--- src/rtl/usr_seq_pkg.sv ---
// ============================================================================
//  Module      : usr_seq_pkg
//  Description : Shared types and encodings for the USR op sequencer.
//  Revision    : 1.0 - initial release
// ============================================================================
`default_nettype none

package usr_seq_pkg;

   typedef enum logic [1:0] {
      CLEAR = 2'd0,
      LOAD  = 2'd1,
      SHR   = 2'd2,
      SHL   = 2'd3
   } op_e;

   localparam logic [1:0] SEL_HOLD = 2'b00;
   localparam logic [1:0] SEL_SHR  = 2'b01;
   localparam logic [1:0] SEL_SHL  = 2'b10;
   localparam logic [1:0] SEL_LOAD = 2'b11;

   typedef enum logic [1:0] {
      IDLE   = 2'd0,
      ISSUE  = 2'd1,
      SETTLE = 2'd2,
      RESP   = 2'd3
   } state_e;

endpackage : usr_seq_pkg

`default_nettype wire

--- src/rtl/usr_op_sequencer.sv ---
// ============================================================================
//  Module      : usr_op_sequencer
//  Description : Command-driven sequencer driving a universal shift register
//                and returning the captured result on a response channel.
//                Optional macro USR_SEQ_PERF_EN adds a shift-cycle counter.
//  Revision    : 1.0 - initial release
// ============================================================================
`default_nettype none

module usr_op_sequencer
   import usr_seq_pkg::*;
#(
   parameter int WIDTH = 4,
   parameter int CNT_W = 3
) (
   input  logic             clk,
   input  logic             clr,
   input  logic             cmd_valid,
   output logic             cmd_ready,
   input  op_e              cmd_op,
   input  logic [WIDTH-1:0] cmd_data,
   input  logic [CNT_W-1:0] cmd_cnt,
   output logic             rsp_valid,
   input  logic             rsp_ready,
   output logic [WIDTH-1:0] rsp_data,
   output logic             usr_clr,
   output logic             usr_shift_en,
   output logic [1:0]       usr_sel,
   output logic [WIDTH-1:0] usr_data_in,
   input  logic [WIDTH-1:0] usr_out
`ifdef USR_SEQ_PERF_EN
   ,
   output logic [15:0]      perf_shift_cnt
`endif
);

   localparam logic [CNT_W-1:0] CNT_ONE = CNT_W'(1);

   state_e           state_q;
   logic [CNT_W-1:0] cnt_q;
   logic             rsp_valid_q;
   logic [WIDTH-1:0] rsp_data_q;
   logic             usr_clr_q;
   logic             usr_shift_en_q;
   logic [1:0]       usr_sel_q;
   logic [WIDTH-1:0] usr_data_in_q;

   assign cmd_ready    = (state_q == IDLE);
   assign rsp_valid    = rsp_valid_q;
   assign rsp_data     = rsp_data_q;
   assign usr_clr      = usr_clr_q;
   assign usr_shift_en = usr_shift_en_q;
   assign usr_sel      = usr_sel_q;
   assign usr_data_in  = usr_data_in_q;

   // Controls are set on the accept edge so they are live for the whole ISSUE
   // phase; CLEAR and LOAD reuse the down-counter with a count of one.
   always_ff @(posedge clk) begin
      if (clr) begin
         state_q        <= IDLE;
         cnt_q          <= '0;
         rsp_valid_q    <= 1'b0;
         rsp_data_q     <= '0;
         usr_clr_q      <= 1'b1;
         usr_shift_en_q <= 1'b0;
         usr_sel_q      <= SEL_HOLD;
         usr_data_in_q  <= '0;
      end else begin
         case (state_q)
            IDLE: begin
               usr_clr_q <= 1'b0;
               if (cmd_valid) begin
                  case (cmd_op)
                     CLEAR: begin
                        usr_clr_q <= 1'b1;
                        cnt_q     <= CNT_ONE;
                        state_q   <= ISSUE;
                     end
                     LOAD: begin
                        usr_shift_en_q <= 1'b1;
                        usr_sel_q      <= SEL_LOAD;
                        usr_data_in_q  <= cmd_data;
                        cnt_q          <= CNT_ONE;
                        state_q        <= ISSUE;
                     end
                     SHR, SHL: begin
                        cnt_q <= cmd_cnt;
                        if (cmd_cnt == '0) begin
                           state_q <= SETTLE;
                        end else begin
                           usr_shift_en_q <= 1'b1;
                           usr_sel_q      <= (cmd_op == SHR) ? SEL_SHR : SEL_SHL;
                           state_q        <= ISSUE;
                        end
                     end
                  endcase
               end
            end
            ISSUE: begin
               cnt_q <= cnt_q - CNT_ONE;
               if (cnt_q == CNT_ONE) begin
                  usr_clr_q      <= 1'b0;
                  usr_shift_en_q <= 1'b0;
                  usr_sel_q      <= SEL_HOLD;
                  usr_data_in_q  <= '0;
                  state_q        <= SETTLE;
               end
            end
            SETTLE: begin
               rsp_data_q  <= usr_out;
               rsp_valid_q <= 1'b1;
               state_q     <= RESP;
            end
            RESP: begin
               if (rsp_ready) begin
                  rsp_valid_q <= 1'b0;
                  state_q     <= IDLE;
               end
            end
            default: state_q <= IDLE;
         endcase
      end
   end

`ifdef USR_SEQ_PERF_EN
   logic [15:0] perf_q;
   logic [15:0] perf_d;

   always_comb begin
      perf_d = perf_q;
      if (usr_shift_en_q && (perf_q != 16'hFFFF)) begin
         perf_d = perf_q + 16'd1;
      end
   end

   always_ff @(posedge clk) begin
      if (clr) begin
         perf_q <= '0;
      end else begin
         perf_q <= perf_d;
      end
   end

   assign perf_shift_cnt = perf_q;
`endif

endmodule : usr_op_sequencer

`default_nettype wire
--- config.mk ---
export PLATFORM = sky130hd
export DESIGN_NAME = usr_op_sequencer
export DESIGN_NICKNAME = d
export VERILOG_FILES = /design/src/rtl/usr_seq_pkg.sv /design/src/rtl/usr_op_sequencer.sv
export SDC_FILE = /design/constraint.sdc
export NUM_CORES = 1
export LEC_CHECK = 0
export CORE_MARGIN = 4
export CORE_UTILIZATION = 23
export CTS_CLUSTER_DIAMETER = 30
export DETAILED_ROUTE_END_ITERATION = 10
export PLACE_DENSITY_LB_ADDON = 0.25
export SLEW_MARGIN = 5
export SYNTH_ARGS = -nofsm -noshare
export SYNTH_HDL_FRONTEND = slang
export SYNTH_SLANG_ARGS = --single-unit
--- constraint.sdc ---
create_clock -name clk -period 2.1 [get_ports clk]
set_input_delay 0.21 -clock clk [delete_from_list [all_inputs] [get_ports clk]]
set_output_delay 0.21 -clock clk [all_outputs]
set_load 0.05 [all_outputs]
# After elaboration in Yosys (flattened, before gate mapping)
# Index checks and enable logic that the tools add are counted.
# word_totals
in_bits,17
reg_bits,18
# classes
eq_ne,13
n_addsub,1
mux,29
reduce_logical,13
# ops
operator,n
$mux W2,8
$mux W4,3
$pmux W2 S2,3
$pmux W3 S2,2
$eq A2 B2 Y1 const B,4
$pmux W1 S2,4
$pmux W2 S4,1
$pmux W4 S2,1
$mux W1,6
$ne A2 B2 Y1 const B,3
$reduce_and A2 Y1,3
$reduce_and A5 Y1,1
$eq A2 B1 Y1 const B,2
$logic_not A2 Y1,2
$reduce_and A4 Y1,1
$reduce_bool A2 Y1,2
$reduce_or A2 Y1,2
$eq A3 B1 Y1 const B,1
$logic_not A3 Y1,1
$mux W3,1
$ne A3 B1 Y1 const B,1
$ne A3 B3 Y1 const B,1
$reduce_and A3 Y1,1
$sub A3 B1 Y3 const B,1
$ne A2 B1 Y1 const B,1

# Longest topological paths before layout
# Gate-level depths: netlist (run 1).
# depth
word_depth,6
depth_mapped,7
ltp_nobuf,6

# Least setup slack after synthesis (run 1)
# No wires, ideal clock.
# synth_path
kind,reg2reg
start,register state_q[0]
end,register usr_shift_en_q (netlist: usr_shift_en)
n_path_buf,0
setup_ns,0.091
t_arrival_ns,1.839
path_stages_with_launch,7
period_less_slack_ns,1.930
setup_slack_ns,0.170
required_ns,2.009
path_cell_list,dfxtp_1 -> inv_1 -> ha_1 -> nor2_1 -> a211oi_4 -> a21oi_1 -> a311oi_1
# synth_between
elab_chain_cells,3
word_cells_on_any_way,9
cone_classes,eq/ne (5); mux (1); reduce/logical (3)
# synth_lines
item,line_no,source
"start, declared",usr_op_sequencer.sv:39,state_e state_q;
"start signal, assigned",usr_op_sequencer.sv:60,state_q <= IDLE;
"start signal, assigned",usr_op_sequencer.sv:77,state_q <= ISSUE;
"start signal, assigned",usr_op_sequencer.sv:84,state_q <= ISSUE;
$logic_not A2 Y1 *,-,
net cmd_ready,usr_op_sequencer.sv:19,"output logic cmd_ready,"
$ne A3 B1 Y1 (no source line) (tied with other cells),-,
$reduce_and A5 Y1 (no source line),-,
"end signal, assigned",usr_op_sequencer.sv:65,usr_shift_en_q <= 1'b0;
"end signal, assigned",usr_op_sequencer.sv:80,usr_shift_en_q <= 1'b1;
"end signal, assigned",usr_op_sequencer.sv:91,usr_shift_en_q <= 1'b1;
"end, declared",usr_op_sequencer.sv:44,logic usr_shift_en_q;
# The timed path passes the listed nets; every way through them passes the cells marked *.
# A chain may end at the register's enable or synchronous reset.

# Final worst setup path (run 1)
# layout_path
start,register state_q[1]
end,register usr_shift_en_q (netlist: usr_shift_en)
# layout_between
elab_chain_cells,3
word_cells_on_any_way,9
cone_classes,eq/ne (5); mux (1); reduce/logical (3)
# layout_lines
item,line_no,source
$eq A2 B1 Y1 / $logic_not A2 Y1 (equally long branches),usr_op_sequencer.sv:69,case (state_q)
$ne A2 B2 Y1 (no source line) (tied with other cells),-,
$reduce_and A5 Y1 (no source line),-,
# Several ways; a longest one is shown, not always the timed one.

==> flow_metrics.py, run 1 <==
metrics = {
    "global_route": {
        "grt_max_degree": 12,
        "globalRouteTotalUtil_pct": 9.08,
        "grt_use_met3_pct": 3.24,
        "grt_pass1_wl_um": 3970,
        "antenna_found_initial": 0,
        "gr-total-overflow": 0,
        "grt_pass1_vias": 878,
        "met1_usage_pct": 12.2,
        "met2_usage_pct": 15.0,
        "grt-busiest-layer": "met2",
    },
    "floorplanning": {
        "rows": 23,
        "core_area_um2": 4120,
        "die_y_um": 74.0,
        "dieArea_um2": 5470,
        "start_util_pct": 24.3,
        "die_w_um": 74.0,
        "ioPinCount": 31,
    },
    "placement": {
        "routabilityCongestion": 0.735,
        "io_buffer_count": 30,
        "hpwl_um": 1880,
    },
    "routing": {
        "vias": 894,
        "avgRoutedWirePerCell_um": 12.7,
        "routed_wl_um": 2430,
        "viasPerCell": 4.68,
        "drtAntennaViolNets": 0,
        "dr.pass1.iters": 4,
        "drt_iter0_drc": 18,
        "drc": 0,
    },
    "setup_path": {
        "path_max_fanout": 10,
        "critPathLaunchType": "flop",
        "critPathKind": "reg -> reg",
        "r2r-start": "state_q[1]",
        "end_kind": "flop",
        "arrival_ns": 2.01,
        "rr_endpoint": "usr_shift_en",
        "critPathRequiredTime_ns": 2.26,
        "reg2regPathDepth": 6,
        "r2r_slack_ns": 0.25,
    },
    "clock_tree": {
        "tritoncts.num_buffers": 3,
        "clockBufferDepth": 2,
        "clk_pin_slew_ns": 0.07,
        "cts_tree": "yes",
        "cts.repair.resized": 0,
        "cts_hold_buffers": 0,
        "root_buffer": "clkbuf_8",
        "clkLatencyLatePin_ns": 0.25,
        "htree_levels": 1,
        "clock_sinks": 18,
        "cts_setup_buffers": 0,
    },
    "yosys": {
        "yosysWarnings": 0,
        "synthTopCellsByArea": "dfxtp_1 36%, ha_1 8.8%, mux2i_1 8.0%",
        "synth_top_family_by_area": "compound AO/OA/AOI/OAI gates",
        "synth_xor_area_share_pct": 0,
        "synth.area.mux_share_pct": 8.00,
        "synthAdderAreaFrac_pct": 8.75,
        "syn-num-nets": 135,
        "dominantRegCellSynth": "dfxtp_1",
        "yosysUniqueCellTypes": 30,
        "synth-edff-count": 0,
        "yosys.area.top_type": "dfxtp_1",
        "synth_area_per_cell_um2": 9.02,
        "syn-cell-area_um2": 1000,
        "yosysSeqAreaShare_pct": 36.0,
        "ys_ff_latch": 18,
        "yosysMostFrequentCell": "dfxtp_1",
        "yosys-top-cells-count": "18 x dfxtp_1, 13 x a21oi_1, 11 x nor2_1",
        "synthSimpleGateAreaFrac_pct": 17.8,
        "synth-compound-area-share_pct": 23.4,
        "async_reset_ff_share_pct": 0,
        "synth_top_area_share_pct": 36.0,
        "netlist_instances": 111,
    },
    "final_layout": {
        "fillerInstances": 428,
        "area.growth.synth_to_final_pct": 39.3,
        "layout-drive-gt1-share_pct": 8.51,
        "final_util_pct": 33.9,
        "fin_nets": 167,
        "diodes": 0,
    },
    "sta": {
        "finClkSkew_ns": 0.00554,
        "setup_tns_ns": 0,
        "setup_violations": 0,
        "fin_crit_ns": 1.85,
        "worstMarginPinSlew_ns": 0.541,
        "maxSlewHeadroom_pct": 62.9,
        "slew_violations": 0,
        "timing_hold_violations_final": 0,
        "fmax_ghz": 0.541,
        "timing.final.crit_share_pct": 88.1,
        "rsz0062_at_grt": "no",
    },
    "pwr": {
        "p_per_area_nw_per_um2": 1440,
        "switching_share_pct": 47.1,
        "p_comb_share_pct": 62.6,
        "pwr-share-clk_pct": 11.7,
        "peakVddDrop_mv": 0.590,
        "p_int_w": 0.00106,
        "share_seq_of_total_power_pct": 25.7,
        "p_leak_nw": 0.530,
        "p_sw_w": 0.000945,
    },
    "min_path": {
        "whs_endpoint": "usr_clr",
        "min_path_cells": 2,
        "hold_path.startpoint": "usr_clr",
        "hold_class": "reg -> reg",
    },
    "run_status": {
        "status": "completed",
    },
    "run": {
        "max_cap_violations": 0,
    },
}
## layer usage
metal  wire, um  part of all wire, %
met5          0                    0
met4          0                    0
met1       1120                   46
met3        190                  7.8
met2       1120                   46
## layout make-up
cell class	instances	area (um2)	area share (%)
Multi-Input combinational cell	79	579	41.6
Sequential cell	18	360	25.9
Timing Repair Buffer	33	320	23.0
Tap cell	50	62.6	4.49
Clock buffer	3	41.3	2.96
Inverter	8	30.0	2.15
## stage by stage
step                cells  hold slack, ns  cell area, um2  worst slack (ns)  total power, W
floorplan             111           0.357            1000             0.170         0.00146
global placement      188           0.448            1350             0.314         0.00177
detailed placement    188           0.453            1350             0.245         0.00179
CTS                   191           0.464            1390             0.220         0.00204
global route          191           0.482            1390            0.0765         0.00217
finish                191           0.461            1390             0.250         0.00201
## worst max path at each step
stage                    start           end  slack (ns)
floorplan           state_q[0]  usr_shift_en        0.17
global placement    state_q[1]  usr_shift_en        0.31
detailed placement  state_q[1]  usr_shift_en        0.24
CTS                 state_q[1]  usr_shift_en        0.22
global route        state_q[1]  usr_shift_en        0.08
finish              state_q[1]  usr_shift_en        0.25
## layout by cell type (no fill, tap or decap), drive strengths merged, types with 2 or more instances in the layout
cell	instances
ha	7
a31o	2
a211oi	5
a211o	2
clkbuf	3
dfxtp	18
nand2	4
buf	4
nand4b	4
nand2b	4
mux2i	8
nor2	11
o21ai	8
nor2b	3
a21oi	13
inv	8
clkdlybuf4s50	29
## power by group through the flow
stage	combinational [W]	clock (W)	sequential, W
2_1_floorplan	0.000693	0	0.000763
3_3_place_gp	0.00125	0	0.000518
3_5_place_dp	0.00126	0	0.000523
4_1_cts	0.00127	0.000247	0.000518
5_1_grt	0.00137	0.000259	0.000533
6_report	0.00126	0.000234	0.000517
## flip-flops by register name, summed over array words and instances, names as in the netlist
name / flops
rsp_data: 4
usr_data_in: 4
usr_sel: 2
state_q: 2
rsp_valid: 1
cnt_q: 3
usr_shift_en: 1
usr_clr: 1
## worst max-delay path, stage by stage, from the launching register on
cell,delay [ns]
dfxtp_1,0.34
inv_1,0.10
ha_1,0.39
nor2_1,0.17
a211oi_4,0.38
a21oi_1,0.12
a311oi_1,0.26
## cell families after synthesis
| logic type | Yosys count |
|---|---|
| adders and majority gates | 7 |
| buffers and inverters | 14 |
| and+or+nand+nor | 29 |
| muxes | 8 |
| DFF | 18 |
| AOI/OAI and AO/OA | 35 |
(Power assumes the default switching activity.)
==> run 2: changes to the inputs <==
Settings changed: ABC_AREA set to 1.
==> flow_metrics.py, run 2 <==
metrics = {
    "yosys": {
        "dominantRegCellSynth": "dfxtp_1",
        "synth_area_per_cell_um2": 7.65,
        "synth-edff-count": 0,
        "async_reset_ff_share_pct": 0,
        "synth_top_area_share_pct": 37.4,
        "yosysMostFrequentCell": "nand2_1",
        "yosys-top-cells-count": "21 x nand2_1, 18 x dfxtp_1, 15 x nor2_1",
        "yosysUniqueCellTypes": 26,
        "yosys.area.top_type": "dfxtp_1",
        "synthTopCellsByArea": "dfxtp_1 37%, ha_1 9.1%, nand2_1 8.2%",
        "syn-cell-area_um2": 963,
        "netlist_instances": 126,
        "yosysSeqAreaShare_pct": 37.4,
        "syn-num-nets": 150,
        "yosysWarnings": 0,
        "ys_ff_latch": 18,
    },
    "final_layout": {
        "final_util_pct": 34.2,
        "fin_nets": 184,
        "layout-drive-gt1-share_pct": 13.2,
        "area.growth.synth_to_final_pct": 43.0,
        "diodes": 0,
        "fillerInstances": 441,
        "final_common_cell": "clkdlybuf4s50_1",
        "mostFrequentLayoutCells": "29 x clkdlybuf4s50_1, 21 x nand2_1, 18 x dfxtp_1, 15 x nor2_1",
        "fin_cells": 209,
        "fin_area_um2": 1380,
    },
    "pwr": {
        "p_leak_nw": 0.571,
        "p_per_area_nw_per_um2": 1610,
        "peakVddDrop_mv": 0.527,
    },
    "setup_path": {
        "path_max_fanout": 2,
        "end_kind": "output port",
        "crit_start": "usr_data_in[1]",
        "arrival_ns": 1.40,
        "r2r-start": "state_q[1]",
        "critPathLaunchType": "flop",
        "worst-path-buf-inv": 1,
        "worstSetupPathDepth": 1,
        "cp_top_family": "buffers and inverters",
        "critPathRequiredTime_ns": 1.89,
        "cp-endpoint": "usr_data_in[1]",
        "critPathKind": "reg -> out",
        "reg2regPathDepth": 9,
        "rr_endpoint": "usr_data_in[3]",
        "cp_cell_sequence": "clkdlybuf4s50_1",
        "critical-path-max-stage-delay_ns": 0.81,
        "r2r_slack_ns": 0.51,
        "crit_slowest_cell": "clkdlybuf4s50_1",
    },
    "sta": {
        "rsz0062_at_grt": "no",
        "worstMarginPinSlew_ns": 0.513,
        "timing_hold_violations_final": 0,
        "fmax_ghz": 0.622,
        "maxSlewHeadroom_pct": 65.7,
        "fin_crit_ns": 1.61,
        "setup_violations": 0,
        "setup_tns_ns": 0,
        "timing.final.crit_share_pct": 76.6,
        "finClkSkew_ns": 0.00192,
        "slew_violations": 0,
    },
    "clock_tree": {
        "htree_levels": 1,
        "cts_hold_buffers": 0,
        "clock_sinks": 18,
        "clkLatencyLatePin_ns": 0.25,
        "root_buffer": "clkbuf_8",
        "clockBufferDepth": 2,
        "tritoncts.num_buffers": 3,
        "cts_setup_buffers": 0,
        "cts_tree": "yes",
        "clk_pin_slew_ns": 0.07,
        "cts.repair.resized": 0,
    },
    "floorplanning": {
        "start_util_pct": 23.9,
        "rows": 23,
        "die_w_um": 72.7,
        "ioPinCount": 31,
        "die_y_um": 72.7,
        "dieArea_um2": 5290,
        "core_area_um2": 4030,
    },
    "placement": {
        "routabilityCongestion": 0.754,
        "placed_cell_area_um2": 1320,
        "placed_cells": 205,
        "hpwl_um": 1890,
        "io_buffer_count": 30,
    },
    "global_route": {
        "antenna_found_initial": 0,
        "grt_max_degree": 14,
        "grt_pass1_vias": 855,
        "grt_pass1_wl_um": 3860,
        "globalRouteTotalUtil_pct": 9.46,
        "gr-total-overflow": 0,
    },
    "routing": {
        "viasPerCell": 4.20,
        "vias": 878,
        "avgRoutedWirePerCell_um": 11.1,
        "routed_wl_um": 2320,
        "dr.pass1.iters": 4,
        "drc": 0,
        "drt_iter0_drc": 18,
        "drtAntennaViolNets": 0,
    },
    "run_status": {
        "status": "completed",
    },
    "run": {
        "max_cap_violations": 0,
    },
    "min_path": {
        "hold_class": "reg -> reg",
    },
}
[run 2: changes by cell type after synthesis, sizes merged, moves of 4 or more]
| cell | change |
|---|---|
| nand2 | +24 |
| mux2i | -8 |
| inv | +7 |
| nor2 | +6 |
| a211oi | -4 |
| nand2b | -4 |
| nand3 | +4 |
| nand4b | -4 |
[run 2: cell families after synthesis]
logic type	after synthesis	share of synthesized area, %
compound gates	28	17.1
fa+ha+maj	7	9.09
simple gates	55	28.7
flops	18	37.4
buf+inv	17	6.75
xor+xnor	1	0.909
[run 2: stage by stage]
step | total power [W] | hold WS [ns] | worst slack, ns
floorplan | 0.00159 | 0.345 | 0.342
global placement | 0.00195 | 0.454 | 0.529
detailed placement | 0.00196 | 0.458 | 0.504
CTS | 0.00225 | 0.470 | 0.478
global route | 0.00239 | 0.488 | 0.371
finish | 0.00222 | 0.467 | 0.491
[run 2: layer usage]
| metal | up-vias | wire, um | track usage, % |
|---|---|---|---|
| met3 | 5 | 45 | 1.79 |
| met5 | - | 0 | 0 |
| li1 | 478 | - | - |
| met2 | 7 | 1210 | 15.8 |
| met4 | 0 | 53 | 4.92 |
| met1 | 388 | 1020 | 11.4 |
[run 2: how the worst min path moves through the flow]
| stage | from | to | slack [ns] | cells past startpoint |
|---|---|---|---|---|
| after global placement | usr_sel[1] | usr_sel[1] | 0.45 | 2 |
| after CTS | usr_shift_en | usr_shift_en | 0.47 | 2 |
| after detailed placement | usr_data_in[2] | usr_data_in[2] | 0.46 | 2 |
| after floorplan | usr_out[0] | rsp_data[0] | 0.34 | 2 |
| after global routing | usr_data_in[1] | usr_data_in[1] | 0.49 | 2 |
| final | usr_data_in[2] | usr_data_in[2] | 0.47 | 2 |
[run 2: cell type report]
cell class	count	area, um2	share of cell area, %
well taps	50	62.6	4.54
flip-flops and latches	18	360	26.2
multi-input cells	91	538	39.1
inverters	15	56.3	4.09
clock buffers	4	55.1	4.00
repair buffers	31	305	22.2
[run 2: power breakdown]
group | switching [W] | total, W | internal [W]
combinational | 0.000916 | 0.00139 | 0.000476
clock | 0.000114 | 0.000281 | 0.000167
sequential | 0.0000714 | 0.000546 | 0.000474
